<file path="src/rtl/cnt_rst_sequencer.sv">
`default_nettype none
// ============================================================================
//  Module   : cnt_rst_sequencer
//  Purpose  : Turns the rst_req bit of the cnt_rst software register word into
//             a clean, stretched counter-reset pulse followed by an optional
//             settle window. Maintains a sample counter of din_valid strobes
//             that the pulse clears, and reports busy / wrap / reset-count
//             status back toward software.
//  Ports    : user_clk      - sole clock (register word already synchronous)
//             user_rst_n    - asynchronous active-low reset
//             user_data_out - register word: [0] rst_req, [1] cnt_en,
//                             [15:8] settle_len, [31:16] pulse_len
//             din_valid     - sample strobe, one count per high cycle
//             cnt_rst       - registered active-high counter reset
//             busy          - high while in PULSE or SETTLE
//             cnt_out       - counted strobes since the last reset pulse
//             cnt_wrap      - sticky flag, set when cnt_out wraps
//             rst_count     - number of pulses issued (wraps)
//  Revision : 1.0 - initial release
// ============================================================================
module cnt_rst_sequencer #(
  parameter int CNT_W  = 32,
  parameter int RCNT_W = 8
) (
  input  logic              user_clk,
  input  logic              user_rst_n,
  input  logic [31:0]       user_data_out,
  input  logic              din_valid,
  output logic              cnt_rst,
  output logic              busy,
  output logic [CNT_W-1:0]  cnt_out,
  output logic              cnt_wrap,
  output logic [RCNT_W-1:0] rst_count
);

  typedef enum logic [1:0] {
    ST_IDLE   = 2'd0,
    ST_PULSE  = 2'd1,
    ST_SETTLE = 2'd2
  } state_t;

  localparam logic [CNT_W-1:0]  CNT_ONE  = {{(CNT_W-1){1'b0}}, 1'b1};
  localparam logic [RCNT_W-1:0] RCNT_ONE = {{(RCNT_W-1){1'b0}}, 1'b1};

  state_t      state;
  logic [31:0] reg_q;
  logic        rq_d;
  logic        pend;
  logic [15:0] pulse_cnt;     // remaining PULSE cycles, including the current one
  logic [7:0]  settle_len_q;  // settle length captured at PULSE entry
  logic [7:0]  settle_cnt;    // remaining SETTLE cycles, including the current one

  logic        req_edge;
  logic [15:0] pulse_len_eff;
  logic        launch;
  logic        count_inc;

  // Bits [7:2] of the register word carry no meaning for this block.
  logic unused_reg_bits;
  assign unused_reg_bits = &{1'b0, reg_q[7:2]};

  assign req_edge      = reg_q[0] & ~rq_d;
  assign pulse_len_eff = (reg_q[31:16] == 16'd0) ? 16'd1 : reg_q[31:16];

  // launch: the FSM enters PULSE on this edge. A queued request re-enters
  // PULSE straight from the final PULSE/SETTLE cycle so back-to-back
  // sequences have no IDLE cycle between them.
  always_comb begin
    launch = 1'b0;
    case (state)
      ST_IDLE:   launch = req_edge | pend;
      ST_PULSE:  launch = (pulse_cnt == 16'd1) && (settle_len_q == 8'd0) && pend;
      ST_SETTLE: launch = (settle_cnt == 8'd1) && pend;
      default:   launch = 1'b0;
    endcase
  end

  // A strobe coincident with the IDLE->PULSE transition is not counted.
  assign count_inc = (state == ST_IDLE) && !launch && reg_q[1] && din_valid;

  always_ff @(posedge user_clk or negedge user_rst_n) begin
    if (!user_rst_n) begin
      state        <= ST_IDLE;
      reg_q        <= 32'd0;
      rq_d         <= 1'b0;
      pend         <= 1'b0;
      pulse_cnt    <= 16'd0;
      settle_len_q <= 8'd0;
      settle_cnt   <= 8'd0;
      cnt_rst      <= 1'b0;
      busy         <= 1'b0;
      cnt_out      <= '0;
      cnt_wrap     <= 1'b0;
      rst_count    <= '0;
    end else begin
      reg_q <= user_data_out;
      rq_d  <= reg_q[0];

      if (launch) begin
        state        <= ST_PULSE;
        cnt_rst      <= 1'b1;
        busy         <= 1'b1;
        pulse_cnt    <= pulse_len_eff;
        settle_len_q <= reg_q[15:8];
        cnt_out      <= '0;
        cnt_wrap     <= 1'b0;
        rst_count    <= rst_count + RCNT_ONE;
        pend         <= 1'b0;
      end else begin
        // Only one request is queued; later edges simply re-set the flag.
        if ((state != ST_IDLE) && req_edge) begin
          pend <= 1'b1;
        end

        if (count_inc) begin
          cnt_out <= cnt_out + CNT_ONE;
          if (&cnt_out) begin
            cnt_wrap <= 1'b1;
          end
        end

        case (state)
          ST_IDLE: begin
          end
          ST_PULSE: begin
            if (pulse_cnt == 16'd1) begin
              cnt_rst <= 1'b0;
              if (settle_len_q != 8'd0) begin
                state      <= ST_SETTLE;
                settle_cnt <= settle_len_q;
              end else begin
                state <= ST_IDLE;
                busy  <= 1'b0;
              end
            end else begin
              pulse_cnt <= pulse_cnt - 16'd1;
            end
          end
          ST_SETTLE: begin
            if (settle_cnt == 8'd1) begin
              state <= ST_IDLE;
              busy  <= 1'b0;
            end else begin
              settle_cnt <= settle_cnt - 8'd1;
            end
          end
          default: begin
            state   <= ST_IDLE;
            cnt_rst <= 1'b0;
            busy    <= 1'b0;
          end
        endcase
      end
    end
  end

endmodule
`default_nettype wire

</file>
<file path="config.mk">
export PLATFORM = sky130hd
export DESIGN_NAME = cnt_rst_sequencer
export DESIGN_NICKNAME = d
export VERILOG_FILES = /design/src/rtl/cnt_rst_sequencer.sv
export SDC_FILE = /design/constraint.sdc
export NUM_CORES = 1
export LEC_CHECK = 0
export CORE_ASPECT_RATIO = 0.8
export CORE_MARGIN = 3
export CORE_UTILIZATION = 49
export CTS_CLUSTER_DIAMETER = 30
export CTS_CLUSTER_SIZE = 10
export DETAILED_ROUTE_END_ITERATION = 7
export HOLD_SLACK_MARGIN = 0.08
export PLACE_DENSITY = 0.79
export SKIP_CTS_REPAIR_TIMING = 1
export SLEW_MARGIN = 15
export SYNTH_ARGS = -nofsm -noshare
export SYNTH_HDL_FRONTEND = slang
export SYNTH_SLANG_ARGS = --single-unit
</file>
<file path="constraint.sdc">
create_clock -name user_clk -period 2.5 [get_ports user_clk]
set_input_delay 0.25 -clock user_clk [delete_from_list [all_inputs] [get_ports user_clk]]
set_output_delay 0.25 -clock user_clk [all_outputs]
set_load 0.02 [all_outputs]
</file>
==> results of run 1 <==
metal layers:
layer / track usage, % / up-vias
li1: - / 1830
met1: 25.5 / 1942
met2: 33.2 / 116
met3: 4.85 / 23
met4: 6.43 / 0
met5: 0 / -
logic make-up after synthesis:
group,after synthesis
and+or+nand+nor,185
xor gates and xnor gates,49
adders and majority gates,10
AOI/OAI and AO/OA,49
buffers and inverters,35
muxes,24
DFF,105
worst max-delay path by stage:
stage	from	to	cells after the start
floorplan	pulse_cnt[3]$_DFFE_PN0P_	settle_cnt[1]$_DFFE_PN0P_	7
global placement	pulse_cnt[1]$_DFFE_PN0P_	state[1]$_DFFE_PN0P_	7
detailed placement	pulse_cnt[1]$_DFFE_PN0P_	state[1]$_DFFE_PN0P_	7
CTS	pulse_cnt[1]$_DFFE_PN0P_	state[1]$_DFFE_PN0P_	7
global route	pulse_cnt[1]$_DFFE_PN0P_	state[1]$_DFFE_PN0P_	7
finish	pulse_cnt[1]$_DFFE_PN0P_	state[1]$_DFFE_PN0P_	7
power breakdown:
| group | total, W | internal, W | switching (W) |
|---|---|---|---|
| combinational | 0.00251 | 0.00118 | 0.00133 |
| clock | 0.00149 | 0.000899 | 0.000595 |
| sequential | 0.00249 | 0.00210 | 0.000395 |
cell usage after synthesis (2+ instances only):
| library cell | n |
|---|---|
| nand3_1 | 32 |
| and3_1 | 7 |
| xnor2_1 | 19 |
| o211a_1 | 2 |
| nor4_2 | 4 |
| a211oi_1 | 2 |
| and2_1 | 3 |
| ha_1 | 10 |
| a21oi_1 | 11 |
| a31oi_1 | 5 |
| or4_1 | 4 |
| mux2_2 | 13 |
| o21ai_0 | 12 |
| nand3b_1 | 3 |
| nor2_2 | 20 |
| nor3_1 | 15 |
| clkbuf_1 | 9 |
| xor2_1 | 30 |
| inv_1 | 15 |
| dfrtp_1 | 105 |
| mux2i_1 | 5 |
| nor4b_1 | 3 |
| and4_1 | 2 |
| or3_1 | 5 |
| buf_2 | 5 |
| nor4_1 | 16 |
| buf_6 | 2 |
| nor2_1 | 24 |
| mux2_1 | 6 |
| nand2_1 | 21 |
| a211o_1 | 2 |
| nand4_1 | 18 |
| o2bb2ai_1 | 2 |
| a221o_1 | 2 |
| buf_12 | 2 |
state kept, by name, indices dropped and copies added, names as in the netlist:
name          count
pend              1
rst_count         8
cnt_wrap          1
settle_len_q      8
pulse_cnt        16
busy              1
rq_d              1
settle_cnt        8
reg_q            26
cnt_out          32
state             2
cnt_rst           1
per-stage QoR:
step	instances	cell area [sq um]
floorplan	457	5060
global placement	675	6050
detailed placement	675	6050
CTS	690	6370
global route	692	6430
finish	692	6430
cell type report:
cell class | count | share of cell area (%)
clock inverters | 5 | 1.23
clock buffers | 10 | 3.72
well taps | 136 | 2.65
inverters | 15 | 0.875
repair buffers | 103 | 15.2
multi-input cells | 318 | 35.5
flip-flops and latches | 105 | 40.8
==> metrics.cfg, run 1 <==
[floorplan]
die-area_sq_um=11600
fp.coreArea_sq_um=9850
die_y_um=96.9
boundaryPins=78
rows=32
start_util_pct=51.3
die_w_um=120

[grt]
grt_max_degree=46
antenna_found_initial=0
gr-total-overflow=0
grt_pass1_wl_mm=18.9
grt_pass1_vias=3993
groute.usage.overall_pct=19.8

[placed_design]
gp_congestion=0.893
dp_hpwl_mm=8.23
portBuffers=71
post-place-ws_ns=-0.0218

[route]
route.detailed.drc=0
wl_met2_mm=5.56
route.met3.wl_um=618
routedWlPerCell_um=16.5
routed_wl_mm=11.4
met1Wirelength_mm=4.99
drtIter0Drc=292
dr.pass1.iters=5
top_layer=met4
vias=3911
via_per_inst=5.65
antenna_left=0

[sta]
finalCritPeriodShare_pct=97.5
hold_ws_ns=0.340
worst_pin_slew_ns=0.687
layout_min_cycle_time_ns=2.44
finClkSkew_ns=0.0103
finalHoldViolations=0
slew_headroom_pct=54.2
rsz0062_at_grt=true
slew_viol_final=0
setup_ws_ns=0.0631
tns_ns=0
setup_viol=0
fmax_mhz=410

[final_layout]
diodes=0
area_delta_synth_final_pct=27.2
multi_input_area_sq_um=2280
layout-drive-gt1-share_pct=17.1
n_fill_cell=772
layout_common_cells=105 x dfrtp_1, 70 x clkdlybuf4s50_1, 32 x nand3_1
final_common_cell=dfrtp_1
fin_util_pct=65.3
seq_area_sq_um=2630
nets=597

[yosys]
synth_edf_count=0
syn-cell-area_sq_um=5060
synthArstFlopShare_pct=100
ys_ff_latch=105
syn_nets=502
yosysTopAreaCellShare_pct=52.0
ys.flop_type=dfrtp_1
ys_warn_count=0
seq_area_frac_synth_pct=52.0
synth_compound_area_share_pct=6.83
synth_adder_area_share_pct=2.47
synth-simple-area-share_pct=21.1
yosys-mux-area-fraction_pct=5.22
synth_top_family_by_area=simple AND/OR/NAND/NOR gates
syn_area_per_cell_sq_um=11.1
synthXorXnorAreaFrac_pct=8.49
synthTopCellsByArea=dfrtp_1 52%, xor2_1 5.2%, xnor2_1 3.3%, nand3_1 3.2%, mux2_2 2.9%
synthCells=457
synthDistinctLibCells=56
yosysTopAreaCell=dfrtp_1

[cts]
clk_pin_slew_ns=0.07
numCtsBuffers=9
clockBufferDepth=2
clk_latency_ns=0.35
cts.sink_count=105
htreeDepth=3
cts_tree=done
cts-root-buf=clkbuf_16

[worst_setup_path]
reg2reg_slack_ns=0.06
crit_buf_inv=1
crit_chain=inv_1 -> ha_1 -> or4b_4 -> or4_4 -> a211oi_4 -> mux2i_1 -> nor2_1
crit_slowest_cell=or4_4
path_class=reg -> reg
start_kind=flop
crit_required_ns=2.73
cp.arrival_ns=2.67
endpoint_kind=flop
worst_path_largest_cell_delay_ns=0.62
reg2reg_to=state[1]$_DFFE_PN0P_
worstPathMaxFanout=6
reg2reg_depth=7
r2r_start=pulse_cnt[1]$_DFFE_PN0P_
cp_top_family=simple AND/OR/NAND/NOR gates

[worst_hold_path]
hold_path_end=reg_q[26]$_DFF_PN0_
min_from=user_data_out[26]
hp-class=in -> reg
hold_depth=1

[pwr]
total_power_w=0.00650
ir_worst_vdd_v=0.000419
leakage_nw=2.69
p_per_area_nw_per_um2=1010

[flow_run]
drv_cap=0

[run_status]
status=finished clean

No activity file was read; power rests on OpenSTA's default activity.
==> run 2: changes to the inputs <==
--- a/config.mk
+++ b/config.mk
@@ -7,12 +7,13 @@
 export LEC_CHECK = 0
 export CORE_ASPECT_RATIO = 0.8
 export CORE_MARGIN = 3
-export CORE_UTILIZATION = 49
+export CORE_UTILIZATION = 35
 export CTS_CLUSTER_DIAMETER = 30
 export CTS_CLUSTER_SIZE = 10
 export DETAILED_ROUTE_END_ITERATION = 7
 export HOLD_SLACK_MARGIN = 0.08
-export PLACE_DENSITY = 0.79
+export PLACE_DENSITY = 0.6
+export REMOVE_ABC_BUFFERS = 1
 export SKIP_CTS_REPAIR_TIMING = 1
 export SLEW_MARGIN = 15
 export SYNTH_ARGS = -nofsm -noshare
==> run 2 against run 1 <==
Core utilization decreased by 18 points; final cell count grew 6.6%; sequential cell count unchanged; clock power is 8% higher; wire length up 2.0%; total power increased by 1.7%; fmax rose by 0.60%.
==> metrics.cfg, run 2 (synthesis results as in run 1) <==
[worst_setup_path]
crit_buf_inv=1
reg2reg_slack_ns=0.08
start_kind=flop
worst_path_largest_cell_delay_ns=0.64
crit_required_ns=2.74
crit_chain=or4_1 -> buf_4 -> or4_4 -> a211oi_2 -> mux2i_1 -> nor2_1
cp_top_family=simple AND/OR/NAND/NOR gates
worstPathMaxFanout=12
cp.arrival_ns=2.67
crit_slowest_cell=or4_4
endpoint_kind=flop
path_class=reg -> reg

[final_layout]
final_common_cell=dfrtp_1
largest_reg_flops=32
fin_area_sq_um=6510
diodes=0
n_fill_cell=1291
fin_util_pct=47.1
layout_common_cells=105 x dfrtp_1, 70 x clkdlybuf4s50_1, 31 x nand3_1, 31 x buf_4, 30 x xor2_1
nets=598
layout-drive-gt1-share_pct=17.6
area_delta_synth_final_pct=28.8
largest_register=cnt_out
reg_top3=cnt_out: 32 flops, reg_q: 26 flops, pulse_cnt: 16 flops

[placed_design]
placed_area_sq_um=6120
portBuffers=71
dp_hpwl_mm=8.17
gp_congestion=0.879

[cts]
clk_latency_ns=0.36
numCtsBuffers=9
htreeDepth=3
clockBufferDepth=2
cts.sink_count=105
clk_pin_slew_ns=0.07
cts-root-buf=clkbuf_16
cts_tree=done

[sta]
finalHoldViolations=0
worst_pin_slew_ns=0.578
rsz0062_at_grt=true
slew_viol_final=0
setup_viol=0
slew_headroom_pct=61.5
finClkSkew_ns=0.00751
fmax_mhz=413
layout_min_cycle_time_ns=2.42
finalCritPeriodShare_pct=96.9
tns_ns=0

[worst_hold_path]
hp-class=in -> reg

[route]
antenna_left=0
routed_wl_mm=11.6
vias=3818
route.detailed.drc=0
drtIter0Drc=244
routedWlPerCell_um=15.8
via_per_inst=5.17
dr.pass1.iters=5

[floorplan]
die-area_sq_um=15900
boundaryPins=78
start_util_pct=36.5
rows=38
fp.coreArea_sq_um=13800
die_y_um=114
die_w_um=140

[grt]
gr-total-overflow=0
grt_pass1_vias=3736
groute.usage.overall_pct=15.1
grt_pass1_wl_mm=19.4
grt_max_degree=71
antenna_found_initial=0

[run_status]
status=finished clean

[pwr]
leakage_nw=2.70
p_per_area_nw_per_um2=1010
ir_worst_vdd_v=0.000540

[flow_run]
drv_cap=0

## run 2: layer usage
| metal | GRT usage [%] | share of wire, % | vias to the layer above | routed length, um |
|---|---|---|---|---|
| li1 | - | - | 1824 | - |
| met1 | 22.4 | 50 | 1893 | 5770 |
| met2 | 21.0 | 44 | 92 | 5110 |
| met3 | 4.90 | 5.5 | 9 | 637 |
| met4 | 4.71 | 1.0 | 0 | 117 |
| met5 | 0 | 0 | - | 0 |
## run 2: power breakdown
group	switching [W]	internal (W)
clock network	0.000633	0.000982
logic	0.00131	0.00120
registers	0.000384	0.00210
total	0.00233	0.00428
## run 2: worst reg2reg max path, cell delays in order (launching register included)
cell and delay, ns:
dfrtp_1 0.38, or4_1 0.56, buf_4 0.19, or4_4 0.64
a211oi_2 0.29, mux2i_1 0.21, nor2_1 0.05
## run 2: layout make-up
cell class	instances	area (sq um)	share of cell area, %
clock inverter	6	114	1.75
sequential	105	2630	40.3
tap	180	225	3.46
multi-input combinational	317	2270	34.8
clock buffer	10	229	3.52
inverter	15	56.3	0.864
timing repair buffer	105	995	15.3
## run 2: stage by stage
step	hold slack, ns	instances	setup WS, ns	power (W)
final	0.329	738	0.0776	0.00661
after detailed placement	0.244	721	0.0346	0.00497
after floorplan	-0.0456	437	-0.579	0.00394
after global placement	0.237	721	0.0532	0.00491
after CTS	-0.140	737	0.0126	0.00663
after global routing	0.310	738	-0.00729	0.00706
## run 2: final timing paths
check	start	to	cells past startpoint
setup / recovery	pulse_cnt[3]$_DFFE_PN0P_	state[1]$_DFFE_PN0P_	6
hold / removal	user_data_out[15]	reg_q[15]$_DFF_PN0_	1
setup reg to reg	pulse_cnt[3]$_DFFE_PN0P_	state[1]$_DFFE_PN0P_	6
hold reg to reg	reg_q[0]$_DFF_PN0_	rq_d$_DFF_PN0_	0
max in group asynchronous	user_rst_n	reg_q[10]$_DFF_PN0_	3
min in group asynchronous	user_rst_n	reg_q[21]$_DFF_PN0_	2
